--- config.mk ---
export PLATFORM = sky130hd
export DESIGN_NAME = hdmi_frame_reader
export DESIGN_NICKNAME = d
export VERILOG_FILES = /design/src/rtl/hdmi_frame_reader.sv
export SDC_FILE = /design/constraint.sdc
export NUM_CORES = 1
export LEC_CHECK = 0
export CAP_MARGIN = 20
export CORE_ASPECT_RATIO = 0.6
export CORE_MARGIN = 5
export CORE_UTILIZATION = 60
export DETAILED_ROUTE_END_ITERATION = 8
export GPL_TIMING_DRIVEN = 1
export PLACE_DENSITY = 0.93
export SYNTH_ARGS = -nofsm -noshare
export SYNTH_HDL_FRONTEND = slang
export SYNTH_SLANG_ARGS = --single-unit
export TNS_END_PERCENT = 100
--- constraint.sdc ---
create_clock -name clk -period 7.01 [get_ports clk]
set_input_delay 1.402 -clock clk [delete_from_list [all_inputs] [get_ports clk]]
set_output_delay 1.402 -clock clk [all_outputs]
set_load 0.01 [all_outputs]
--- src/rtl/hdmi_frame_reader.sv ---
// Frame-buffer read-command generator: on each vsync, walks one frame of the selected
// buffer and issues burst read commands while the downstream data FIFO has room.
module hdmi_frame_reader #(
    parameter int          FRAME_WORDS = 307200,
    parameter int          BURST       = 64,
    parameter int          FIFO_DEPTH  = 512,
    parameter logic [31:0] BASE_A      = 32'h0000_0000,
    parameter logic [31:0] BASE_B      = 32'h0200_0000
) (
    input  logic        clk,
    input  logic        rst,
    input  logic        enable,
    input  logic        frame_select,
    input  logic        vsync,
    output logic [39:0] rd_ctrl_in,
    output logic        rd_ctrl_we,
    input  logic        rd_ctrl_full,
    input  logic        pix_pop,
    output logic        frame_done,
    output logic        busy,
    output logic        underflow,
    output logic        overrun
);

    localparam int WLW = $clog2(FRAME_WORDS + 1);
    localparam int LVW = $clog2(FIFO_DEPTH) + 1;

    typedef enum logic [2:0] {
        IDLE,
        WAIT_VS,
        LATCH,
        ISSUE,
        DONE
    } state_t;

    state_t          r_state;
    logic [31:0]     r_addr;
    logic [WLW-1:0]  r_words_left;
    logic [LVW-1:0]  r_level;
    logic [39:0]     r_rd_ctrl_in;
    logic            r_rd_ctrl_we;
    logic            r_frame_done;
    logic            r_busy;
    logic            r_underflow;
    logic            r_overrun;

    logic [7:0]      w_len;
    logic            w_credit_ok;
    logic            w_last;
    logic            w_issue;

    // NOTE: every signal assigned in always_comb gets a value on every path, so no latch is inferred.
    always_comb begin
        w_len = 8'(BURST);
        if (32'(r_words_left) < 32'(BURST)) begin
            w_len = 8'(r_words_left);
        end
    end

    // Level already includes everything requested, so this bounds FIFO occupancy.
    assign w_credit_ok = (32'(r_level) + 32'(w_len)) <= 32'(FIFO_DEPTH);
    assign w_last      = 32'(r_words_left) == 32'(w_len);
    assign w_issue     = enable && (r_state == ISSUE) && !rd_ctrl_full && w_credit_ok;

    // NOTE: sequential state uses non-blocking assignments so every register sees pre-edge values.
    always_ff @(posedge clk or negedge rst) begin
        if (!rst) begin
            r_state      <= IDLE;
            r_addr       <= '0;
            r_words_left <= '0;
            r_rd_ctrl_in <= '0;
            r_rd_ctrl_we <= 1'b0;
            r_frame_done <= 1'b0;
            r_busy       <= 1'b0;
            r_overrun    <= 1'b0;
        end else begin
            r_rd_ctrl_we <= 1'b0;
            r_frame_done <= 1'b0;
            if (r_state == IDLE) begin
                r_overrun <= 1'b0;
            end
            if (!enable) begin
                r_state <= IDLE;
                r_busy  <= 1'b0;
            end else begin
                case (r_state)
                    IDLE: begin
                        r_state <= WAIT_VS;
                    end
                    WAIT_VS: begin
                        if (vsync) begin
                            r_state <= LATCH;
                            r_busy  <= 1'b1;
                        end
                    end
                    LATCH: begin
                        r_addr       <= frame_select ? BASE_B : BASE_A;
                        r_words_left <= WLW'(FRAME_WORDS);
                        r_state      <= ISSUE;
                        if (vsync) begin
                            r_overrun <= 1'b1;
                        end
                    end
                    ISSUE: begin
                        if (vsync) begin
                            r_overrun <= 1'b1;
                        end
                        if (w_issue) begin
                            r_rd_ctrl_in <= {w_len, r_addr};
                            r_rd_ctrl_we <= 1'b1;
                            r_addr       <= r_addr + 32'({w_len, 2'b00});
                            r_words_left <= r_words_left - WLW'(w_len);
                            if (w_last) begin
                                r_state <= DONE;
                                r_busy  <= 1'b0;
                            end
                        end
                    end
                    DONE: begin
                        r_frame_done <= 1'b1;
                        r_state      <= WAIT_VS;
                    end
                    default: begin
                        r_state <= IDLE;
                        r_busy  <= 1'b0;
                    end
                endcase
            end
        end
    end

    // Outstanding words: requested by commands but not yet consumed by the display.
    always_ff @(posedge clk or negedge rst) begin
        if (!rst) begin
            r_level     <= '0;
            r_underflow <= 1'b0;
        end else begin
            if (w_issue && pix_pop) begin
                r_level <= r_level + LVW'(w_len) - LVW'(1);
            end else if (w_issue) begin
                r_level <= r_level + LVW'(w_len);
            end else if (pix_pop) begin
                if (r_level != '0) begin
                    r_level <= r_level - LVW'(1);
                end
            end

            if (r_state == IDLE) begin
                r_underflow <= 1'b0;
            end else if (pix_pop && !w_issue && (r_level == '0)) begin
                r_underflow <= 1'b1;
            end
        end
    end

    assign rd_ctrl_in = r_rd_ctrl_in;
    assign rd_ctrl_we = r_rd_ctrl_we;
    assign frame_done = r_frame_done;
    assign busy       = r_busy;
    assign underflow  = r_underflow;
    assign overrun    = r_overrun;

endmodule

# Yosys cells after proc, flatten, opt, wreduce, memory -nomap -nowiden
# Index checks and enable logic that the tools add are counted.
# Widths: inputs -> output; s select.
# classes
addsub	6
n_lt_le_gt_ge	2
n_eq_ne	10
n_mux	31
n_reduce_logical	23
# op_table
operator	n
$pmux 32 s2	1
$mux 10	4
$pmux 19 s2	1
$add 32x10->32	1
$mux 32	1
$mux 26	1
$sub 10x1->10 const B	2
$eq 19x8->1	1
$lt 19x7->1 const B	1
$mux 19	1
$sub 19x8->19	1
$mux 1	15
$mux 3	4
$pmux 3 s4	1
$add 10x8->11	1
$le 11x10->1 const B	1
$add 10x8->10	1
$logic_not 10->1	1
$reduce_bool 10->1	1
$ne 3x3->1 const B	3
$reduce_and 3->1	3
$mux 8	1
$eq 3x2->1 const B	2
$logic_and 1x1->1	6
other kinds (12)	17
# totals
ff_bits	109
inputBits	7
elab_cells	82

# Depth between registers and ports, before layout
# Gate-level depths: netlist of the first run.
# logic_depth
depth_word	10
mapped_depth	17
mapped_depth_nobuf	15

# Worst setup path before layout of the first run
# No wires, ideal clock.
# synth_path
kind	register -> register
start	reg r_words_left[7]
end	reg r_rd_ctrl_in[25] (netlist: rd_ctrl_in[25])
setup_time_ns	0.128
t_arrival_ns	4.408
t_required_ns	6.882
setup_slack_ns	2.475
path_stages_with_launch	16
path_cell_list	dfrtp_1 > nor4_1 > nand3_1 > nor2_1 > and2_1 > ha_1 > inv_1 > fa_1 > nand2b_1 > a211o_1 > o221ai_1 > a21oi_1 > o41ai_4 > nand2_4 > buf_4 > mux2_1
# synth_via
elab_chain_len	6
# synth_rtl
item	line	rtl
start: declaration	38	logic [WLW-1:0] r_words_left;
start signal: assignment	98	r_words_left <= WLW'(FRAME_WORDS);
start signal: assignment	112	r_words_left <= r_words_left - WLW'(w_len);
$lt 19x7->1	55	if (32'(r_words_left) < 32'(BURST)) begin
$mux 8	55	
named net w_len[0]	47	logic [7:0] w_len;
$add 10x8->11	61	assign w_credit_ok = (32'(r_level) + 32'(w_len)) <= 32'(FIFO_DEPTH);
$le 11x10->1	61	
$logic_and 1x1->1	63	assign w_issue = enable && (r_state == ISSUE) && !rd_ctrl_full && w_credit_ok;
$reduce_and 3->1 (no source line)	--	
end signal: assignment	109	r_rd_ctrl_in <= {w_len, r_addr};
end: declaration	40	logic [39:0] r_rd_ctrl_in;
# The timed path passes the listed nets, and every way through them passes these cells.
# A chain may end at the register's enable or synchronous reset.

# Final worst setup path of the first run
# layout_path
start	reg r_words_left[7]
end	reg r_rd_ctrl_in[32] (netlist: rd_ctrl_in[32])
# Same word-level chain as after synthesis.

==> flow_summary.yaml, run 1 <==
hold_path:
  hp-class: "reg -> reg"
  hold_path_end: "rd_ctrl_in[6]$_DFFE_PN0P_"
  hold_path.startpoint: "rd_ctrl_in[6]$_DFFE_PN0P_"
  min_delay_path_depth: 1
sta:
  timing.final.crit_share_pct: 92.1
  grt_setup_unrepaired: "false"
  setup_viol_count_final: 0
  final-max-slew-violation-count: 0
  max_clock_freq_mhz: 155
  worst_slew_pin_slew_ns: 1.17
  setup-tns-final_ns: 0
  skew_ns: 0.00965
  hold_viol_final: 0
  whs_ns: 0.499
  final_critical_period_ns: 6.45
  max-slew-margin-rel_pct: 21.4
drt:
  finalWirelength_um: 18400
  drt.antenna.violating_nets: 0
  wire_per_inst_um: 21.5
  drt_iter0_drc: 947
  num_vias: 6028
  route.detailed.drc: 0
  detailedRoute.firstPassIterationCount: 5
  vias_per_cell: 7.05
job:
  timing.max_cap.violations: 0
clock_tree:
  post_cts_buffers: 0
  cts.repair.resized: 0
  cts_htree_levels: 3
  clk_pin_slew_ns: 0.07
  cts_root_buffer: "clkbuf_16"
  hold_buffers: 0
  clock_sink_count: 105
  tritoncts.num_buffers: 9
  clk_path_buf_depth: 2
  cts_tree: "yes"
  clock_latency_ns: 0.35
power:
  power.density_mw_per_mm2: 312
  worst_ir_drop_vdd_mv: 0.196
  internal_power_mw: 1.37
  switchingPower_mw: 0.916
  seq_power_share_pct: 36.6
  power.clock.fraction_pct: 23.9
  combinational_cell_fraction_of_total_power_pct: 39.6
  sw_frac_of_total_pct: 40.0
  total_leakage_power_nw: 3.12
floorplanning:
  die_height_um: 90.3
  num_rows: 29
  die_area_mm2: 0.0130
  initial_core_util_pct: 61.3
  ios: 52
  floorplan.core_area_mm2: 0.0105
  die_x_um: 144
synthesis:
  synth-compound-area-share_pct: 25.7
  synthSimpleGateAreaFrac_pct: 14.7
  synthCells: 685
  post_synth.cell_area_avg_um2: 9.41
  synth-xor-area-share_pct: 3.53
  synthDistinctLibCells: 73
  synth_seq_area_share_pct: 40.8
  synth_mux_area_share_pct: 5.36
  async_reset_ff_share_pct: 100
  synth-edff-count: 0
  synth_top_family_by_area: "compound AO/OA/AOI/OAI gates"
  yosys_warnings: 0
  netlist_area_mm2: 0.00645
  synth_ff_type: "dfrtp_1"
  synth-seq-cells: 105
  synth_adder_area_share_pct: 4.50
worst_setup_path:
  timing.critical_path.cells: "nor4_1 > nand3_1 > nor2_1 > clkinv_1 > nor2_1 > ha_1 > a21o_1 > a221oi_1 > o211ai_1 > nand2b_2 > o41ai_4 > buf_4 > nand2_4 > inv_2 > mux2_2"
  worstPathBufferInverterCount: 3
  cp-end-kind: "flop"
  timing.critical_path.from_type: "flop"
  crit_required_ns: 7.24
  reg2reg_setup_slack_ns: 0.56
  critPathKind: "reg -> reg"
  critPathSlowestCell: "nor4_1"
  worst-r2r-cell-count: 15
  critical_path.reg2reg.startpoint: "r_words_left[7]$_DFFE_PN0P_"
  timing.critical_path.mode_cell: "nor2_1"
  crit_path_max_fanout: 37
  worstReg2RegEnd: "rd_ctrl_in[32]$_DFFE_PN0P_"
  max_stage_delay_ns: 0.69
  path_delay_family: "simple AND/OR/NAND/NOR gates"
  data_arrival_time_at_the_worst_slack_endpoint_ns: 6.68
grt:
  grt_usage_pct: 27.7
  grt_pass1_wl_um: 29200
  vias_in_the_first_global_route: 5709
  grt_antenna_before_repair: 0
  grt-ovfl-total: 0
  pin_count_of_the_biggest_net_entering_global_routing: 56
cells_and_area:
  layout.cells.most_common: "dfrtp_1"
  fillerInstances: 769
  layout_common_cells: "dfrtp_1, o21ai_0, clkdlybuf4s50_1"
  share_of_final_layout_standard_cells_stronger_than_drive_strength_1_pct: 7.68
  fin_nets: 742
  area_delta_synth_final_pct: 13.7
  antennaDiodeCount: 0
place:
  dpl_wire_length_um: 12600
  gpl.final_weighted_congestion: 0.946
  io_buffer_count: 49
run_status:
  status: "finished clean"
## cell families after synthesis
| group | after synthesis |
|---|---|
| compound gates | 235 |
| mux | 32 |
| buf+inv | 84 |
| fa+ha+maj | 22 |
| simple gates | 179 |
| other cells | 2 |
| xor+xnor | 26 |
| flops | 105 |
## metrics by stage
| step | instances | power [mW] | setup slack [ns] | util, % | area [um2] |
|---|---|---|---|---|---|
| 5_1_grt | 855 | 2.39 | 0.293 | 69.7 | 7330 |
| 2_1_floorplan | 688 | 1.42 | 2.47 | - | 6460 |
| 4_1_cts | 854 | 2.25 | 0.835 | 69.5 | 7320 |
| 3_3_place_gp | 840 | 1.66 | 1.33 | 66.5 | 7000 |
| 6_report | 855 | 2.29 | 0.556 | 69.7 | 7330 |
| 3_5_place_dp | 840 | 1.71 | 0.914 | 66.5 | 7000 |
## power groups by stage
stage | sequential, mW | combinational, mW | clock [mW]
floorplan | 0.819 | 0.605 | 0
global placement | 0.830 | 0.833 | 0
detailed placement | 0.840 | 0.869 | 0
CTS | 0.831 | 0.871 | 0.548
global route | 0.847 | 0.972 | 0.572
finish | 0.837 | 0.905 | 0.546
## state kept, by name, indices dropped and copies added (netlist names)
register / count
underflow: 1
rd_ctrl_we: 1
rd_ctrl_in: 38
busy: 1
r_level: 10
overrun: 1
r_words_left: 19
r_state: 3
r_addr: 30
frame_done: 1
## Yosys cell counts, types with 3 or more instances
cell,number,area share [%]
a211o_1,4,0.54
a211oi_1,8,0.93
a21o_1,5,0.58
a21oi_1,47,3.6
a221oi_1,3,0.41
a311oi_1,3,0.41
a31oi_1,4,0.39
a41o_1,12,1.9
a41oi_1,7,0.95
and2_1,14,1.4
and3_1,7,0.68
and4_1,6,0.82
buf_1,3,0.17
buf_2,7,0.54
buf_4,4,0.47
clkbuf_1,30,1.7
dfrtp_1,105,41
ha_1,20,3.9
inv_1,38,2.2
mux2_1,7,1.2
mux2_2,13,2.3
mux2i_1,12,1.9
nand2_1,29,1.7
nand2b_1,5,0.49
nand3_1,20,1.6
nand4_1,7,0.68
nor2_1,36,2.1
nor2b_1,6,0.58
nor3_1,16,1.2
nor4_1,13,1.3
o2111a_1,7,1.2
o2111ai_1,18,2.4
o211ai_1,4,0.47
o21a_1,6,0.70
o21ai_0,66,5.1
o21bai_1,4,0.47
o311a_1,3,0.47
o311ai_0,3,0.41
o31ai_1,5,0.58
o41ai_1,5,0.68
or2_2,5,0.49
or3_1,3,0.29
or4_1,4,0.47
xnor2_1,16,2.2
xor2_1,10,1.4
## layer usage
layer	GRT usage (%)	vias up	routed length (um)
li1	-	2640	-
met1	41.3	2908	7980
met2	39.3	435	8000
met3	8.78	45	2140
met4	6.74	0	263
met5	0	-	0
## cell type report
class / count / area (um2) / share of cell area, %
Clock buffer: 10 / 239 / 3.26
Timing Repair Buffer: 58 / 559 / 7.63
Multi-Input combinational cell: 499 / 3500 / 47.8
Inverter: 40 / 150 / 2.05
Tap cell: 139 / 174 / 2.37
Sequential cell: 105 / 2630 / 35.8
Clock inverter: 4 / 77.6 / 1.06
## worst max path at each step
stage	startpoint	endpoint	slack (ns)	cells past startpoint
floorplan	r_words_left[7]$_DFFE_PN0P_	rd_ctrl_in[25]$_DFFE_PN0P_	2.47	15
CTS	r_words_left[7]$_DFFE_PN0P_	rd_ctrl_in[32]$_DFFE_PN0P_	0.83	15
finish	r_words_left[7]$_DFFE_PN0P_	rd_ctrl_in[32]$_DFFE_PN0P_	0.56	15
global placement	r_words_left[7]$_DFFE_PN0P_	rd_ctrl_in[36]$_DFFE_PN0P_	1.33	15
detailed placement	r_words_left[7]$_DFFE_PN0P_	rd_ctrl_in[32]$_DFFE_PN0P_	0.91	15
global route	r_words_left[7]$_DFFE_PN0P_	rd_ctrl_in[32]$_DFFE_PN0P_	0.29	15
(Power assumes the default switching activity.)
==> inputs of run 2 (changes only) <==
Settings changed: RECOVER_POWER set to 50.
==> flow_summary.yaml, run 2 (synthesis results as in run 1) <==
power:
  worst_ir_drop_vdd_mv: 0.194
  power.density_mw_per_mm2: 311
  power.total_mw: 2.28
  combinational_cell_fraction_of_total_power_pct: 39.2
  sw_frac_of_total_pct: 40.1
  switchingPower_mw: 0.914
  power.clock.fraction_pct: 24.1
  seq_power_share_pct: 36.7
  internal_power_mw: 1.36
  total_leakage_power_nw: 3.18
run_status:
  violations_in_the_final_reports: "max-capacitance violations, max-slew violations"
  status: "finished, violations left"
drt:
  finalWirelength_um: 18500
  vias_per_cell: 7.10
  detailedRoute.firstPassIterationCount: 5
  num_vias: 6074
  wire_per_inst_um: 21.6
  route.detailed.drc: 0
  drt_iter0_drc: 898
  drt.antenna.violating_nets: 0
worst_setup_path:
  data_arrival_time_at_the_worst_slack_endpoint_ns: 6.66
  timing.critical_path.mode_cell: "nor2_1"
  crit_required_ns: 7.24
  timing.critical_path.from_type: "flop"
  critPathKind: "reg -> reg"
  max_stage_delay_ns: 0.70
  timing.critical_path.cells: "nor4_1 > nand3_1 > nor2_1 > clkinv_1 > nor2_1 > ha_1 > a21o_1 > a221oi_1 > o211ai_1 > nand2b_2 > o41ai_4 > buf_4 > nand2_4 > inv_2 > mux2_2"
  worstPathBufferInverterCount: 3
  crit_path_max_fanout: 37
  crit_path_start: "r_words_left[7]$_DFFE_PN0P_"
  critPathSlowestCell: "nor4_1"
  critical_path.reg2reg.startpoint: "r_words_left[7]$_DFFE_PN0P_"
  cp-end-kind: "flop"
  path_delay_family: "simple AND/OR/NAND/NOR gates"
sta:
  final_critical_period_ns: 6.43
  grt_setup_unrepaired: "false"
  final-max-slew-violation-count: 56
  max-slew-margin-rel_pct: -99.7
  hold_viol_final: 0
  setup-tns-final_ns: 0
  worst_slew_pin_slew_ns: 3.00
  skew_ns: 0.0113
  setup_viol_count_final: 0
  timing.final.crit_share_pct: 91.7
  whs_ns: 0.500
  setup_ws_ns: 0.583
  max_clock_freq_mhz: 156
cells_and_area:
  fin_nets: 742
  layout.cells.most_common: "dfrtp_1"
  final_core_util_pct: 69.6
  layout_common_cells: "dfrtp_1, o21ai_0, a21oi_1"
  antennaDiodeCount: 0
  share_of_final_layout_standard_cells_stronger_than_drive_strength_1_pct: 7.54
  largest_register_ff_count: 38
  area_delta_synth_final_pct: 13.6
clock_tree:
  clock_sink_count: 105
  tritoncts.num_buffers: 9
  cts_tree: "yes"
  cts_htree_levels: 3
  hold_buffers: 0
  clock_latency_ns: 0.35
  post_cts_buffers: 0
  clk_path_buf_depth: 2
  cts.repair.resized: 0
  clk_pin_slew_ns: 0.07
  cts_root_buffer: "clkbuf_16"
floorplanning:
  num_rows: 29
  die_height_um: 90.3
  die_x_um: 144
  ios: 52
  floorplan.core_area_mm2: 0.0105
  initial_core_util_pct: 61.3
  die_area_mm2: 0.0130
grt:
  grt_usage_pct: 27.7
  grt_pass1_wl_um: 29200
  grt-ovfl-total: 0
  vias_in_the_first_global_route: 5709
  pin_count_of_the_biggest_net_entering_global_routing: 56
  grt_antenna_before_repair: 0
hold_path:
  hp-class: "reg -> reg"
  hold_path.startpoint: "rd_ctrl_in[6]$_DFFE_PN0P_"
place:
  io_buffer_count: 49
  dpl_wire_length_um: 12600
  gpl.final_weighted_congestion: 0.946
  dp_slack_ns: 0.914
job:
  timing.max_cap.violations: 1
==> run 2: cell count changes in the layout (fill, tap and decap cells not counted), sizes merged <==
cell / change
buf: -2
clkbuf: +2
clkdlybuf4s50: -20
dlygate4sd3: +20
==> run 2: layer usage <==
layer  track usage (%)  vias to the layer above  wire (um)  part of all wire [%]
met2              39.3                      471       8060                    44
met4              6.74                        0        293                   1.6
met1              41.3                     2917       7840                    42
li1                  -                     2635          -                     -
met3              8.78                       51       2260                    12
met5                 0                        -          0                     0
==> run 2: final cells by class <==
class                   instances  area, um2
well taps                     139        174
clock inverters                 4       77.6
repair buffers                 58        553
fillers                       770       3200
clock buffers                  10        239
inverters                      40        150
multi-input cells             499       3500
flip-flops and latches        105       2630
==> run 2: power by group through the flow <==
stage	clock network (mW)	registers, mW	logic, mW
finish	0.548	0.837	0.892
global route	0.572	0.846	0.962
CTS	0.548	0.831	0.871
detailed placement	0	0.840	0.869
global placement	0	0.830	0.833
floorplan	0	0.819	0.605
==> run 2: final timing paths <==
| path | end | slack (ns) | cells after the start |
|---|---|---|---|
| setup / recovery | rd_ctrl_in[32]$_DFFE_PN0P_ | 0.58 | 15 |
| hold / removal | rd_ctrl_in[6]$_DFFE_PN0P_ | 0.50 | 1 |
| setup reg to reg | rd_ctrl_in[32]$_DFFE_PN0P_ | 0.58 | 15 |
| hold reg to reg | rd_ctrl_in[6]$_DFFE_PN0P_ | 0.50 | 1 |
| max in group asynchronous | r_level[2]$_DFFE_PN0P_ | 2.49 | 2 |
| min in group asynchronous | rd_ctrl_we$_DFF_PN0_ | 2.02 | 1 |
==> run 2: per-stage QoR <==
stage	std cells	cell area, um2
final	855	7320
after global routing	855	7320
after CTS	854	7320
after detailed placement	840	7000
after global placement	840	7000
after floorplan	688	6460
